File: src/rtl/tff_count_ctrl.sv
// ---------------------------------------------------------------------------
// tff_count_ctrl
//   Sequencer for a bank of W T flip-flops (the bank computes q <= q ^ t).
//   It reads the bank state back and drives per-bit toggle enables, so that
//   the bank acts as a loadable, prescaled up/down timer that runs from a
//   captured init value to a captured terminal value.
//
//   Optional feature macro: TFF_CTRL_RELOAD_EN
//     defined   : DONE goes back to LOAD with the captured values kept, which
//                 gives a periodic done pulse until stop or reset.
//     undefined : DONE goes to IDLE (one-shot).
//
// Parameters
//   W      width of the TFF bank (2..16)
//   PRESC  count advances once every PRESC clocks while running (1..255)
//
// Ports
//   clk_i       clock, rising edge
//   rst_ni      asynchronous active-low reset
//   start_i     begin a sequence; sampled only in IDLE
//   stop_i      abort; wins over start and over terminal detect
//   up_i        direction (1 = up), captured on accepted start
//   init_val_i  start value, captured on accepted start
//   term_val_i  terminal value, captured on accepted start
//   q_i         current state of the TFF bank
//   t_o         toggle enables to the bank (combinational)
//   busy_o      high whenever the sequencer is not idle
//   done_o      one-cycle pulse while in DONE
// ---------------------------------------------------------------------------
module tff_count_ctrl #(
    parameter int W     = 4,
    parameter int PRESC = 1
) (
    input  logic         clk_i,
    input  logic         rst_ni,
    input  logic         start_i,
    input  logic         stop_i,
    input  logic         up_i,
    input  logic [W-1:0] init_val_i,
    input  logic [W-1:0] term_val_i,
    input  logic [W-1:0] q_i,
    output logic [W-1:0] t_o,
    output logic         busy_o,
    output logic         done_o
);

    typedef enum logic [1:0] {
        IDLE = 2'd0,
        LOAD = 2'd1,
        RUN  = 2'd2,
        DONE = 2'd3
    } state_e;

    localparam logic [7:0] PRESC_MAX = 8'(PRESC - 1);

    state_e       state_q, state_d;
    logic         up_q, up_d;
    logic [W-1:0] init_q, init_d;
    logic [W-1:0] term_q, term_d;
    logic [7:0]   presc_q, presc_d;

    logic         tick;
    logic [W-1:0] cnt_t;

    assign tick = (presc_q == PRESC_MAX);

    // Toggle pattern for a +/-1 step: bit i flips when every lower bit is 1
    // (counting up) or every lower bit is 0 (counting down).
    assign cnt_t[0] = 1'b1;
    for (genvar i = 1; i < W; i++) begin : g_cnt
        assign cnt_t[i] = up_q ? (&q_i[i-1:0]) : ~(|q_i[i-1:0]);
    end

    always_ff @(posedge clk_i or negedge rst_ni) begin
        if (!rst_ni) begin
            state_q <= IDLE;
            up_q    <= 1'b0;
            init_q  <= '0;
            term_q  <= '0;
            presc_q <= '0;
        end else begin
            state_q <= state_d;
            up_q    <= up_d;
            init_q  <= init_d;
            term_q  <= term_d;
            presc_q <= presc_d;
        end
    end

    always_comb begin
        state_d = state_q;
        up_d    = up_q;
        init_d  = init_q;
        term_d  = term_q;
        presc_d = '0;
        t_o     = '0;
        busy_o  = (state_q != IDLE);
        done_o  = (state_q == DONE);

        unique case (state_q)
            IDLE: begin
                if (start_i && !stop_i) begin
                    up_d    = up_i;
                    init_d  = init_val_i;
                    term_d  = term_val_i;
                    state_d = LOAD;
                end
            end
            LOAD: begin
                // Flip exactly the bits that differ so the bank lands on init.
                t_o     = q_i ^ init_q;
                state_d = RUN;
            end
            RUN: begin
                if (stop_i) begin
                    state_d = IDLE;
                end else if (q_i == term_q) begin
                    state_d = DONE;
                end else if (tick) begin
                    t_o = cnt_t;
                end else begin
                    presc_d = presc_q + 8'd1;
                end
            end
            DONE: begin
`ifdef TFF_CTRL_RELOAD_EN
                state_d = stop_i ? IDLE : LOAD;
`else
                state_d = IDLE;
`endif
            end
            default: state_d = IDLE;
        endcase
    end

endmodule
File: config.mk
export PLATFORM = sky130hd
export DESIGN_NAME = tff_count_ctrl
export DESIGN_NICKNAME = d
export VERILOG_FILES = /design/src/rtl/tff_count_ctrl.sv
export SDC_FILE = /design/constraint.sdc
export NUM_CORES = 1
export LEC_CHECK = 0
export ABC_AREA = 1
export BUFFER_PORTS_ARGS = -buffer_cell sky130_fd_sc_hd__buf_2
export CORE_MARGIN = 4
export CORE_UTILIZATION = 60
export CTS_BUF_LIST = sky130_fd_sc_hd__clkbuf_4
export DETAILED_ROUTE_END_ITERATION = 7
export GPL_ROUTABILITY_DRIVEN = 0
export PLACE_DENSITY = 0.86
export SETUP_SLACK_MARGIN = 0.4
export SLEW_MARGIN = 40
export SYNTH_ARGS = -nofsm -noshare
export SYNTH_HDL_FRONTEND = slang
export SYNTH_SLANG_ARGS = --single-unit
File: constraint.sdc
create_clock -name clk_i -period 3.8 [get_ports clk_i]
set_clock_uncertainty 0.15 [all_clocks]
set_input_delay 0.57 -clock clk_i [delete_from_list [all_inputs] [get_ports clk_i]]
set_output_delay 0.57 -clock clk_i [all_outputs]
set_load 0.02 [all_outputs]
==> flow_summary.yaml, run 1 <==
run_status:
  status: "complete, no violations"
cts:
  cts.clk_slew.worst_paths_ns: 0.11
  cts_setup_buffers: 0
  cts_buffer_depth: 2
  insertion_delay_ns: 0.30
  cts_htree_levels: 1
  cts_root_buf: "clkbuf_4"
  cts_made_buffers: 3
  tritoncts: "built"
  cts.hold.buffers_added: 0
  cts.sinks: 19
  cts_resized: 0
global_route:
  antenna_found_initial: 0
  grt_first_pass_wirelength_mm: 3.86
  overflow: 0
  groute.usage.overall_pct: 19.2
  grt_pass1_vias: 947
  grt_max_degree: 20
pwr:
  p_leak_nw: 0.710
  power_uw: 739
  p_per_area_mw_per_mm2: 556
  ir_drop_mv: 0.432
floorplanning:
  pin_count: 23
  fp.dieW_um: 52.0
  dieArea_sq_mm: 0.00271
  die_y_um: 52.0
  initial_utilization_pct: 65.2
  num_rows: 15
  coreArea_sq_mm: 0.00178
sta:
  tns_ns: 0
  rsz0062_at_grt: "no"
  slew_viol_final: 0
  slew_headroom_pct: 65.2
  setup_viol: 0
  fin_crit_ns: 2.74
  max_slew.worst_pin.slew_ns: 0.520
  fin_crit_sh_pct: 72.0
  fmax_ghz: 0.365
  hold_viol: 0
drt:
  viasPerCell: 4.94
  drt_pre_antenna_iters: 4
  wl_per_cell_um: 11.8
  route.vias.total: 934
  drc: 0
  final_antenna_net_count: 0
  drt-total-wl_mm: 2.23
  drt_iter0_drc: 21
final_layout:
  fillers: 142
  area_delta_synth_final_pct: 14.3
  diodes: 0
  nets: 188
  drive_above_1_share_pct: 26.2
yosys:
  synth-simple-area-share_pct: 25.9
  synth_cell_types: 24
  yosys-top-cells-count: "nand2_1, inv_1, dfrtp_1, nor2_1, a21oi_1"
  synth_most_common_cell: "nand2_1"
  synthesis.nets: 162
  synth_largest_area_cell: "dfrtp_1"
  async_flop_share_pct: 100
  avgSynthCellArea_sq_um: 8.36
  synth_compound_area_share_pct: 6.78
  synthDominantCellAreaShare_pct: 40.9
  synthMuxAreaShare_pct: 4.84
  synthAdderAreaFrac_pct: 6.46
  synth_xor_xnor_area_share_pct: 7.53
  syn_area_sq_mm: 0.00116
  ys_warn_count: 0
  synth_enable_flop_cells: 0
  syn_inst: 139
  synth-seq-cells: 19
  seq_area_frac_synth_pct: 40.9
  synthTopCellsByArea: "dfrtp_1, nand2_1, inv_1"
  synth_ff_type: "dfrtp_1"
  synth_top_family_by_area: "simple AND/OR/NAND/NOR gates"
worst_setup_path:
  endpoint_kind: "output pin"
  worstSetupPathType: "reg -> out"
  start_kind: "flop"
  worstPathMaxFanout: 7
  crit_arrival_ns: 2.02
  cp.required_ns: 3.08
placed_design:
  port_buffers: 22
  dp_hpwl_mm: 1.77
hold_path:
  hp-class: "in -> async"
job:
  maxCapViolations: 0
[registers in the layout, summed over array words and instances, names as in the netlist]
name and count:
term_q 4, presc_q 8, init_q 4, up_q 1, state_q 2
[final cells by class]
type                    count  area [sq um]  area share (%)
clock buffers               4          30.0            2.26
flip-flops and latches     19           475            35.8
inverters                  22          82.6            6.21
repair buffers             22           110            8.29
multi-input cells          97           599            45.1
well taps                  25          31.3            2.35
[path summary, 6_finish.rpt]
kind                            startpoint         end  slack [ns]  depth (start not counted)
worst max-delay path            state_q[0]      t_o[2]        1.06                          7
max in group asynchronous           rst_ni  presc_q[3]        3.16                          1
worst min-delay path                rst_ni   init_q[2]        0.04                          1
worst min register to register  presc_q[0]  presc_q[0]        0.34                          1
min in group clk_i              presc_q[0]  presc_q[0]        0.34                          1
worst max register to register  state_q[0]   init_q[1]        1.96                          4
[cells in the final DEF, fill, tap and decap left out, types with 2 or more instances in the layout]
cell and n:
a21oi_1 9, buf_2 22, clkbuf_4 4, dfrtp_1 19
ha_1 6, inv_1 21, mux2_2 5, nand2_1 27
nand2_2 2, nand3_1 3, nand4_1 3, nor2_1 19
nor2_2 2, nor2_4 2, o21ai_0 2, xnor2_1 3
xor2_1 7
[routing by layer]
| layer | GRT usage (%) | routed length [um] |
|---|---|---|
| met1 | 23.1 | 989 |
| met2 | 33.5 | 1130 |
| met3 | 4.01 | 99 |
| met4 | 6.55 | 12 |
| met5 | 0 | 0 |
[critical path: stages (launching register included)]
cell	delay (ns)
dfrtp_1	0.44
inv_1	0.14
ha_1	0.17
inv_1	0.04
nor2_1	0.40
nand4_1	0.18
a21oi_1	0.17
buf_2	0.19
[per-stage QoR]
step                area, sq um  hold slack (ns)  cells  utilization (%)  worst slack (ns)
floorplan                  1160            0.124    139                -              1.58
global placement           1300            0.321    185             72.8              1.53
detailed placement         1300            0.324    185             72.8              1.41
CTS                        1330           0.0519    189             74.5              1.06
global route               1330           0.0536    189             74.5             0.882
finish                     1330           0.0416    189             74.5              1.06
[cells by family after synthesis]
kind of cell / count (synthesis)
fa+ha+maj: 6
mux: 5
xor+xnor: 10
simple gates: 62
compound gates: 14
flops: 19
buf+inv: 23
[report_power, final]
group | internal, mW | total [mW] | switching [mW]
Combinational | 0.128 | 0.322 | 0.194
Sequential | 0.259 | 0.304 | 0.0450
Clock | 0.0480 | 0.113 | 0.0647
Total | 0.435 | 0.739 | 0.303
No activity file was read; power rests on OpenSTA's default activity.
==> run 2: changes to the inputs <==
CORE_UTILIZATION = 51   (was 60)
PLACE_DENSITY = 0.78   (was 0.86)
clock period = 2.4 ns   (was 3.8 ns; I/O delays follow)
==> flow_summary.yaml, run 2 (synthesis results as in run 1) <==
worst_setup_path:
  worstPathMaxFanout: 5
  crit_arrival_ns: 1.57
  crit_path_top_delay_cell: "dfrtp_1"
  cp.required_ns: 1.89
  crit_path_max_incr_delay_ns: 0.40
  cpLargestDelayFamily: "flip-flops"
  endpoint_kind: "output pin"
  r2r_setup_slack_ns: 0.64
  start_kind: "flop"
  crit_buf_inv: 2
  path_cells: "inv_2 > ha_4 > nand2_2 > nor2_4 > nand4_1 > a21oi_2 > buf_6"
  worstSetupPathType: "reg -> out"
sta:
  setup_viol: 0
  fmax_ghz: 0.480
  rsz0062_at_grt: "yes"
  hold_viol: 0
  slew_viol_final: 0
  hold_slack_ns: 0.137
  tns_ns: 0
  fin_crit_ns: 2.08
  max_slew.worst_pin.slew_ns: 0.444
  fin_crit_sh_pct: 86.8
  slew_headroom_pct: 70.4
pwr:
  ir_drop_mv: 0.573
  p_leak_nw: 0.777
  power_mw: 1.30
  p_per_area_mw_per_mm2: 855
cts:
  cts_root_buf: "clkbuf_4"
  cts.clk_slew.worst_paths_ns: 0.11
  cts.sinks: 19
  cts_htree_levels: 1
  cts_made_buffers: 3
  cts_buffer_depth: 2
  insertion_delay_ns: 0.30
  tritoncts: "built"
final_layout:
  diodes: 0
  drive_above_1_share_pct: 43.3
  reg.largest.list: "presc_q: 8 flops, init_q: 4 flops, term_q: 4 flops"
  regArea_sq_um: 480
  largest_register_ffs: 8
  final_common_cell: "nand2_1"
  fillers: 168
  area_delta_synth_final_pct: 31.0
  multiInputGateArea_sq_um: 663
  nets: 202
  top_register: "presc_q"
  final_cell_mix: "nand2_1, buf_2, nor2_1"
global_route:
  antenna_found_initial: 0
  groute.usage.overall_pct: 17.6
  overflow: 0
  grt_max_degree: 20
  grt_pass1_vias: 992
  grt_first_pass_wirelength_mm: 4.31
job:
  maxCapViolations: 0
run_status:
  status: "complete, no violations"
drt:
  drt_pre_antenna_iters: 4
  route.vias.total: 1005
  viasPerCell: 4.88
  drt_iter0_drc: 8
  drt-total-wl_mm: 2.56
  wl_per_cell_um: 12.4
  final_antenna_net_count: 0
  drc: 0
placed_design:
  dp_hpwl_mm: 1.81
  port_buffers: 22
floorplanning:
  num_rows: 17
  coreArea_sq_mm: 0.00219
  initial_utilization_pct: 53.1
  fp.dieW_um: 55.7
  pin_count: 23
  dieArea_sq_mm: 0.00311
  die_y_um: 55.7
hold_path:
  hp-class: "in -> reg"
## run 2: changes by cell type in the layout (fill, tap and decap cells not counted), sizes merged
cell	before	now
dlygate4sd3	0	1
buf	22	35
## run 2: what timing repair did
item,4_1_cts,5_1_grt
resized for setup,19,8
endpoints found under the hold margin,19,0
pin swaps,5,6
hold buffers,1,0
endpoints found under the setup margin,4,9
setup buffers,10,2
## run 2: stage by stage
stage                     worst slack, ns  cell area (sq um)  std cells  utilization (%)
final                               0.316               1520        206             69.5
after global routing                0.221               1520        206             69.5
after CTS                           0.319               1490        204             67.9
after detailed placement            0.433               1320        189             60.3
after global placement              0.544               1320        189             60.3
after floorplan                     0.406               1170        139                -
## run 2: final timing paths
check | cells past startpoint | end | from
worst max-delay path | 7 | t_o[2] | presc_q[1]
max in group asynchronous | 2 | presc_q[2] | rst_ni
worst min register to register | 1 | init_q[3] | init_q[3]
worst max register to register | 5 | init_q[2] | state_q[0]
min in group asynchronous | 2 | presc_q[3] | rst_ni
worst min-delay path | 2 | init_q[0] | init_val_i[0]
## run 2: layer usage
layer  vias up  part of all wire [%]  GRT usage (%)
met5         -                     0              0
met2        24                    51           29.6
met3         6                   4.7           3.71
met4         0                   2.5           9.38
met1       464                    42           20.8
li1        511                     -              -
## run 2: layout make-up
class | count | share of cell area, %
Sequential cell | 19 | 31.6
Clock buffer | 4 | 1.97
Timing Repair Buffer | 36 | 15.2
Inverter | 22 | 5.42
Multi-Input combinational cell | 97 | 43.5
Tap cell | 28 | 2.30
## run 2: worst reg2reg max path, cell delays in order (launching register included)
cell and delay, ns:
dfrtp_1 0.41, inv_2 0.09, buf_4 0.12, ha_1 0.22, nand3_2 0.29, mux2_2 0.38
## run 2: report_power, final
part           internal, mW  total [mW]  leakage, nW  switching [mW]
logic                 0.275       0.638        0.525           0.363
clock network        0.0760       0.177       0.0184           0.101
registers             0.413       0.486        0.234          0.0734
total                 0.765        1.30        0.777           0.537
==> run 3: changes to the inputs <==
CORE_UTILIZATION = 60   (was 51)
PLACE_DENSITY = 0.86   (was 0.78)
clock period = 2.5 ns   (was 2.4 ns; I/O delays follow)
==> flow_summary.yaml, run 3 (synthesis results as in run 1) <==
floorplanning:
  fp.dieW_um: 52.0
  die_y_um: 52.0
  pin_count: 23
  dieArea_sq_mm: 0.00271
  initial_utilization_pct: 65.2
  num_rows: 15
  coreArea_sq_mm: 0.00178
placed_design:
  port_buffers: 22
  dpl.cell_count: 185
  placedInstanceArea_sq_mm: 0.00130
  dp_hpwl_mm: 1.71
final_layout:
  drive_above_1_share_pct: 38.1
  postLayoutCellArea_sq_mm: 0.00149
  area_delta_synth_final_pct: 27.9
  reg.largest.list: "presc_q: 8 flops, init_q: 4 flops, term_q: 4 flops"
  utilization_pct: 83.4
  fin_cells: 201
  final_common_cell: "nand2_1"
  diodes: 0
  regArea_sq_um: 475
  multiInputGateArea_sq_um: 653
  final_cell_mix: "nand2_1, dfrtp_1, nor2_1, buf_2, inv_1"
  top_register: "presc_q"
  fillers: 109
  largest_register_ffs: 8
  nets: 200
worst_setup_path:
  cpLargestDelayFamily: "flip-flops"
  crit_path_max_incr_delay_ns: 0.45
  crit_top_cell: "inv_1"
  crit_arrival_ns: 1.63
  crit_path_top_delay_cell: "dfrtp_1"
  path_cells: "inv_1 > ha_1 > inv_1 > a21oi_2 > buf_4"
  start_kind: "flop"
  worstSetupPathType: "reg -> out"
  worstPathMaxFanout: 4
  cp.required_ns: 1.98
  endpoint_kind: "output pin"
  crit_buf_inv: 3
sta:
  rsz0062_at_grt: "yes"
  tns_ns: 0
  fmax_ghz: 0.463
  fin_crit_ns: 2.16
  slew_headroom_pct: 63.1
  setup_viol: 0
  slew_viol_final: 0
  hold_viol: 0
  max_slew.worst_pin.slew_ns: 0.553
  fin_crit_sh_pct: 86.4
cts:
  tritoncts: "built"
  insertion_delay_ns: 0.30
  cts_buffer_depth: 2
  cts_htree_levels: 1
  cts.sinks: 19
  cts_made_buffers: 3
  cts.clk_slew.worst_paths_ns: 0.12
  cts_root_buf: "clkbuf_4"
drt:
  drt_pre_antenna_iters: 4
  drt-total-wl_mm: 2.85
  drc: 0
  route.vias.total: 1071
  wl_per_cell_um: 14.2
  viasPerCell: 5.33
  drt_iter0_drc: 33
  final_antenna_net_count: 0
  dr_wl_met2_mm: 1.34
  highest_layer: "met4"
  wl_met1_mm: 1.21
  wl_met3_um: 164
global_route:
  grt_first_pass_wirelength_mm: 4.80
  grt_max_degree: 20
  overflow: 0
  grt_pass1_vias: 1071
  groute.usage.overall_pct: 24.1
  antenna_found_initial: 0
run_status:
  status: "complete, no violations"
pwr:
  p_per_area_mw_per_mm2: 861
  p_leak_nw: 0.769
  ir_drop_mv: 0.666
  power_mw: 1.28
hold_path:
  hp-class: "in -> reg"
job:
  maxCapViolations: 0
## run 3: cell types whose count changed in the layout (fill, tap and decap cells not counted), sizes merged
cell    before  now
clkinv       0    1
clkbuf       4    3
buf         35   33
## run 3: report_power, final
part | total (mW) | internal (mW) | switching, mW
logic | 0.660 | 0.280 | 0.381
registers | 0.460 | 0.394 | 0.0667
clock network | 0.159 | 0.0596 | 0.0993
## run 3: cell type report
type,instances,area share (%)
Inverter,22,5.56
Sequential cell,19,32.0
Tap cell,25,2.10
Clock buffer,3,1.52
Multi-Input combinational cell,97,43.9
Clock inverter,1,0.337
Timing Repair Buffer,34,14.6
## run 3: repair_timing
item | CTS | global route
setup buffers | 9 | 2
endpoints found under the setup margin | 4 | 4
pin swaps | 4 | 4
gates resized for setup | 13 | 9
hold endpoints to repair | 19 | 0
hold buffers | 1 | 0
cloned | 0 | 0
## run 3: routing by layer
layer,global-route usage (%),vias up
li1,-,512
met4,12.2,0
met5,0,-
met2,39.3,47
met1,29.6,496
met3,5.16,16
## run 3: stage by stage
| stage | hold WS [ns] | setup WS [ns] |
|---|---|---|
| after floorplan | -0.0706 | 0.471 |
| after global placement | 0.189 | 0.471 |
| after detailed placement | 0.191 | 0.372 |
| after CTS | 0.144 | 0.396 |
| after global routing | 0.141 | 0.263 |
| final | 0.144 | 0.341 |
## run 3: worst paths after layout
check,from,to,slack [ns],cells after the start
worst max-delay path,state_q[1],t_o[0],0.34,5
worst min-delay path,init_val_i[0],init_q[0],0.14,2
worst max register to register,state_q[1],init_q[3],0.55,4
worst min register to register,init_q[1],init_q[1],0.39,1
max in group asynchronous,rst_ni,state_q[0],1.51,2
min in group asynchronous,rst_ni,state_q[1],0.38,2
